<file path="config.mk">
export PLATFORM = sky130hd
export DESIGN_NAME = rect_layer_compositor
export DESIGN_NICKNAME = d
export VERILOG_FILES = /design/src/rtl/rect_layer_compositor.sv
export SDC_FILE = /design/constraint.sdc
export NUM_CORES = 2
export LEC_CHECK = 0
export CAP_MARGIN = 20
export CORE_MARGIN = 2
export CORE_UTILIZATION = 30
export CTS_CLUSTER_SIZE = 40
export DETAILED_ROUTE_END_ITERATION = 10
export SLEW_MARGIN = 10
export SYNTH_ARGS = -nofsm -noshare
export SYNTH_HDL_FRONTEND = slang
export SYNTH_SLANG_ARGS = --single-unit
</file>
<file path="constraint.sdc">
create_clock -name clk -period 2.7 [get_ports clk]
set_input_delay 0.27 -clock clk [delete_from_list [all_inputs] [get_ports clk]]
set_output_delay 0.27 -clock clk [all_outputs]
set_load 0.005 [all_outputs]
</file>
<file path="src/rtl/rect_layer_compositor.sv">
// N-layer rectangle compositor for the 640x480 VGA pixel path.
// Double-buffered layer config, fixed priority, 2-cycle registered RGB.
module rect_layer_compositor #(
  parameter int          NUM_RECTS   = 4,
  parameter int          COORD_W     = 16,
  parameter int          H_VIS_START = 144,
  parameter int          H_VIS_END   = 783,
  parameter int          V_VIS_START = 35,
  parameter int          V_VIS_END   = 514,
  parameter logic [11:0] BG_COLOR    = 12'h000,
  localparam int         IDX_W       =
    (NUM_RECTS > 1) ? $clog2(NUM_RECTS) : 1
) (
  input  logic               clk,
  input  logic               rst,
  input  logic [COORD_W-1:0] h_count_value,
  input  logic [COORD_W-1:0] v_count_value,
  input  logic               cfg_we,
  input  logic [IDX_W-1:0]   cfg_idx,
  input  logic [COORD_W-1:0] cfg_h_start,
  input  logic [COORD_W-1:0] cfg_v_start,
  input  logic [COORD_W-1:0] cfg_h_end,
  input  logic [COORD_W-1:0] cfg_v_end,
  input  logic [11:0]        cfg_color,
  input  logic               cfg_enable,
  output logic               commit_pending,
  output logic [3:0]         red,
  output logic [3:0]         green,
  output logic [3:0]         blue,
  output logic               pix_visible,
  output logic               hit,
  output logic [IDX_W-1:0]   hit_idx
);

  typedef struct packed {
    logic [COORD_W-1:0] hs;
    logic [COORD_W-1:0] vs;
    logic [COORD_W-1:0] he;
    logic [COORD_W-1:0] ve;
    logic [11:0]        color;
    logic               en;
  } rect_t;

  localparam logic [COORD_W-1:0] HVS = COORD_W'(H_VIS_START);
  localparam logic [COORD_W-1:0] HVE = COORD_W'(H_VIS_END);
  localparam logic [COORD_W-1:0] VVS = COORD_W'(V_VIS_START);
  localparam logic [COORD_W-1:0] VVE = COORD_W'(V_VIS_END);

  rect_t shadow_q [NUM_RECTS];
  rect_t shadow_d [NUM_RECTS];
  rect_t active_q [NUM_RECTS];
  rect_t active_d [NUM_RECTS];

  logic                 pend_q, pend_d;
  logic                 wr_ok, commit;
  logic [NUM_RECTS-1:0] hitv_q, hitv_d;
  logic                 vis1_q, vis1_d;
  logic [11:0]          rgb_q, rgb_d;
  logic                 vis2_q, vis2_d;
  logic                 hit2_q, hit2_d;
  logic [IDX_W-1:0]     idx2_q, idx2_d;
  logic [IDX_W-1:0]     win;
  logic [11:0]          win_col;
  logic                 any_hit;

  // Config path: out-of-range indices match no slot and are dropped.
  always_comb begin
    shadow_d = shadow_q;
    active_d = active_q;
    wr_ok    = 1'b0;
    for (int i = 0; i < NUM_RECTS; i++) begin
      if (cfg_we && cfg_idx == IDX_W'(i)) begin
        shadow_d[i] = {cfg_h_start, cfg_v_start, cfg_h_end,
                       cfg_v_end, cfg_color, cfg_enable};
        wr_ok = 1'b1;
      end
    end
    commit = pend_q && h_count_value == '0 && v_count_value == '0;
    // Commit takes the pre-write shadow; a same-cycle write stays pending.
    if (commit) active_d = shadow_q;
    pend_d = pend_q;
    if (commit) pend_d = 1'b0;
    if (wr_ok)  pend_d = 1'b1;
  end

  always_comb begin
    for (int i = 0; i < NUM_RECTS; i++) begin
      hitv_d[i] = active_q[i].en
        && h_count_value >= active_q[i].hs
        && h_count_value <= active_q[i].he
        && v_count_value >= active_q[i].vs
        && v_count_value <= active_q[i].ve;
    end
    vis1_d = h_count_value >= HVS && h_count_value <= HVE
          && v_count_value >= VVS && v_count_value <= VVE;
  end

  // Ascending scan so the highest set index ends up winning.
  always_comb begin
    win     = '0;
    win_col = BG_COLOR;
    any_hit = |hitv_q;
    for (int i = 0; i < NUM_RECTS; i++) begin
      if (hitv_q[i]) begin
        win     = IDX_W'(i);
        win_col = active_q[i].color;
      end
    end
    rgb_d  = 12'h000;
    vis2_d = vis1_q;
    hit2_d = 1'b0;
    idx2_d = '0;
    if (vis1_q) begin
      rgb_d  = win_col;
      hit2_d = any_hit;
      idx2_d = win;
    end
  end

  always_ff @(posedge clk) begin
    if (rst) begin
      for (int i = 0; i < NUM_RECTS; i++) begin
        shadow_q[i] <= '0;
        active_q[i] <= '0;
      end
      pend_q <= 1'b0;
      hitv_q <= '0;
      vis1_q <= 1'b0;
      rgb_q  <= '0;
      vis2_q <= 1'b0;
      hit2_q <= 1'b0;
      idx2_q <= '0;
    end else begin
      shadow_q <= shadow_d;
      active_q <= active_d;
      pend_q   <= pend_d;
      hitv_q   <= hitv_d;
      vis1_q   <= vis1_d;
      rgb_q    <= rgb_d;
      vis2_q   <= vis2_d;
      hit2_q   <= hit2_d;
      idx2_q   <= idx2_d;
    end
  end

  assign commit_pending = pend_q;
  assign red            = rgb_q[11:8];
  assign green          = rgb_q[7:4];
  assign blue           = rgb_q[3:0];
  assign pix_visible    = vis2_q;
  assign hit            = hit2_q;
  assign hit_idx        = idx2_q;

endmodule

</file>
==> metrics.md <==
| Metric | Value |
|---|---|
| Min-Delay Path Class | in2reg |
| Clock Latency Late Sink | approximately 0.63 ns |
| Routability cong. | between 0.8 and 0.9 |
| Count of cell types in the netlist | 47 |
| Sink Count | roughly 640 |
| Relative slew margins | 0.465 |
| Ports | around 130 |
| Slew Viols, Final | 0 |
| Tmin final | 2.53 ns |
| CP startpoint | active_q[121]$_SDFFE_PP0P_ |
| Post-Synthesis Cells | about 3.7k |
| Asr flop ratio synth | 0 |
| Final Hold Violating Endpoints | 0 |
| Clk_skew | 0.0246 ns |
| Leakage | 12.0 nW |
| Vias in the first global route | 23.6k |
| Setup Buffers After CTS | 0 |
| Crit end category | flop |
| Area Overhead vs Synth | 22.6% |
| Worst-path clk slew | 0.06 ns |
| Slowest stage delay, CP | roughly 0.56 ns |
| Hold Crit Start | rst |
| First-pass GRT wire length | 137 mm |
| Overall Power | 21.8 mW |
| Worst-path fanout max | 2 |
| WP data required | 3.25 ns |
| Yosys top cell by area | dfxtp_1 |
| Clock Path Buffers | 3 |
| TritonRoute pass-1 iters | 5 |
| Slowest CP cell | or4_4 |
| Initial antenna violation count | 11 |
| Ys Warns | 0 |
| Vias | between 20k and 25k |
| Final net count | 4247 |
| Hold Path Depth | 2 |
| Crit share post-route | 0.939 |
| RSZ-0062 raised after global routing | false |
| Cell mode on critical path | buf_4 |
| Post-synth net total | between 4k and 5k |
| Die area | ~97000 µm² |
| Mapped Avg Cell Area | around 7.6 µm² |
| Final WL | roughly 87 mm |
| Placed Area | around 32000 µm² |
| Initial Utilization | 0.304 |
| CTS tree | built |
| Worst r2r dst | hitv_q[2]$_SDFF_PP0_ |
| Share of the synthesized area in the top cell type | 0.450 |
| Maximum number of pins on one net before global-route repair | 174 |
| Finished Cell Area | 34800 µm² |
| Worst-case reg-to-reg path depth | 10 |
| Worst vdd ir | ~0.42 mV |
| Hold path endpoint | active_q[147]$_SDFFE_PP0P_ |
| CP cell instances | inv_1 -> ha_1 -> nand4_1 -> nor4_1 -> buf_4 -> a21boi_0 -> buf_4 -> or4_4 -> a22o_1 -> a211oi_1 |
| Via/cell ratio | 4.81 |
| Post-layout util | 0.372 |
| Max_cap viols | 0 |
| GRT Residual Overflow | 0 |
| Ys flop type | dfxtp_1 |
| Commonest non-fill, non-tap cell in the layout | nand2_1 |
| PD cells | 626 nW/µm² |
| Placement row count | 112 |
| Crit start category | flop |
| Status | completed |
| Total CTS buffers | 72 |
| # setup viols final | 0 |
| Flop2flop setup slack | 0.17 ns |
| Critical path class | reg2reg |
| Largest delay share family, worst path | simple AND/OR/NAND/NOR gates |
| Layout cells sized above 1 | 0.0780 |
| Die Width | 312 µm |
| Count of flip-flops with a built-in enable after synthesis | 0 |
| Core Area | about 93000 µm² |
| F_max | 395 MHz |
| Sequential share of the synthesized area | 0.450 |
| DRC viols | 0 |
| Die H | 312 µm |
| Most frequent cells in the layout | 1309 x nand2_1, 730 x a21oi_1, 638 x dfxtp_1 |
| Top post-synthesis cells by area | dfxtp_1 45%, nand2_1 17%, a21oi_1 13% |
| Slew @ Worst Pin | around 0.8 ns |
| DR iter-0 viols | 1943 |
| Syn Std Cell Area | 28400 µm² |
| GR Util All Layers | 0.178 |
| Htree depth | 3 |
| CTS root buffer | clkbuf_16 |
| WHS | 0.0394 ns |
| Arr. time, crit path | 3.09 ns |
| Layout fillers | between 9k and 10k |
| Worst Path Buf+Inv | 3 |
| IO buf count | 130 |
| Wire per inst | 16.8 µm |
| R2R Path Start | active_q[121]$_SDFFE_PP0P_ |
| Register bit count reported by yosys | 638 |
| Hpwl dp | 59.6 mm |
| Antenna viol nets, final | 0 |
## flip-flops by register name (all words and copies together) (netlist names)
name / count
active_q: 308
vis1_q: 1
hit_idx: 2
shadow_q: 308
pix_visible: 1
rgb_q: 12
commit_pending: 1
hitv_q: 4
hit: 1
## area by class of cell
| type | count | area [µm²] | share of cell area |
|---|---|---|---|
| repair buffers | 306 | 3180 | 0.0913 |
| multi-input cells | 2608 | 13800 | 0.396 |
| inverters | 251 | 942 | 0.0271 |
| well taps | 1254 | 1570 | 0.0451 |
| clock inverters | 29 | 455 | 0.0131 |
| flip-flops and latches | 638 | 12800 | 0.367 |
| clock buffers | 102 | 2100 | 0.0602 |
| diodes | 2 | 5.00 | 0.000144 |
## per-layer routing
metal,GRT usage,vias to the layer above,part of all wire
met5,0,-,0.0012
met4,0.0498,16,0.020
met3,0.0272,119,0.050
met2,0.291,476,0.46
met1,0.242,11800,0.47
li1,-,12500,-
## where the power goes
part,switching [mW],internal (mW)
sequential,0.0735,9.57
combinational,0.959,0.630
clock,4.14,6.41
## through the flow
step	cells	setup TNS, ns	setup slack [ns]
detailed placement	5057	-107.07	-0.438
floorplan	3714	0	0.293
global placement	5057	-108.63	-0.486
CTS	5188	0	0.0185
finish	5190	0	0.166
global route	5188	0	0.00891
## how the worst max path moves through the flow
stage	cells after the start	end	slack [ns]
after detailed placement	11	hitv_q[2]$_SDFF_PP0_	-0.44
after CTS	10	hitv_q[2]$_SDFF_PP0_	0.02
after global routing	12	active_q[195]$_SDFFE_PP0P_	0.009
after global placement	11	hitv_q[2]$_SDFF_PP0_	-0.49
after floorplan	10	active_q[209]$_SDFFE_PP0P_	0.29
final	10	hitv_q[2]$_SDFF_PP0_	0.17
## synthesized netlist by cell type (all sizes together), types with 7 or more instances
| library cell | n |
|---|---|
| mux2i | 12 |
| a22o | 7 |
| nand2 | 1309 |
| clkbuf | 163 |
| nand4 | 40 |
| or4 | 8 |
| a21o | 16 |
| o211ai | 12 |
| dfxtp | 638 |
| buf | 54 |
| o21ai | 38 |
| a21oi | 730 |
| nor2 | 59 |
| nor4 | 12 |
| o21a | 7 |
| ha | 256 |
| a21boi | 8 |
| inv | 251 |
| a211oi | 9 |
| nor2b | 9 |
| nand3 | 21 |
## worst register-to-register path: stages, from the launching register on
cell and delay (ns):
dfxtp_1 0.36, inv_1 0.10, ha_1 0.30, nand4_1 0.10, nor4_1 0.09, buf_4 0.15, a21boi_0 0.12, buf_4 0.16
or4_4 0.56, a22o_1 0.31, a211oi_1 0.22
## cell families after synthesis
group,after synthesis,synth area share
AO/OA/AOI/OAI,851,0.159
multiplexers,12,0.00423
buffers and inverters,468,0.0664
flip-flops,638,0.450
adder cells (fa/ha/maj),256,0.113
AND/OR/NAND/NOR,1489,0.208
## timing repair
action                     CTS  global route
gates resized for setup      0             1
setup endpoints to repair    0             1
hold buffers                 0             0
(Power assumes the default switching activity.)
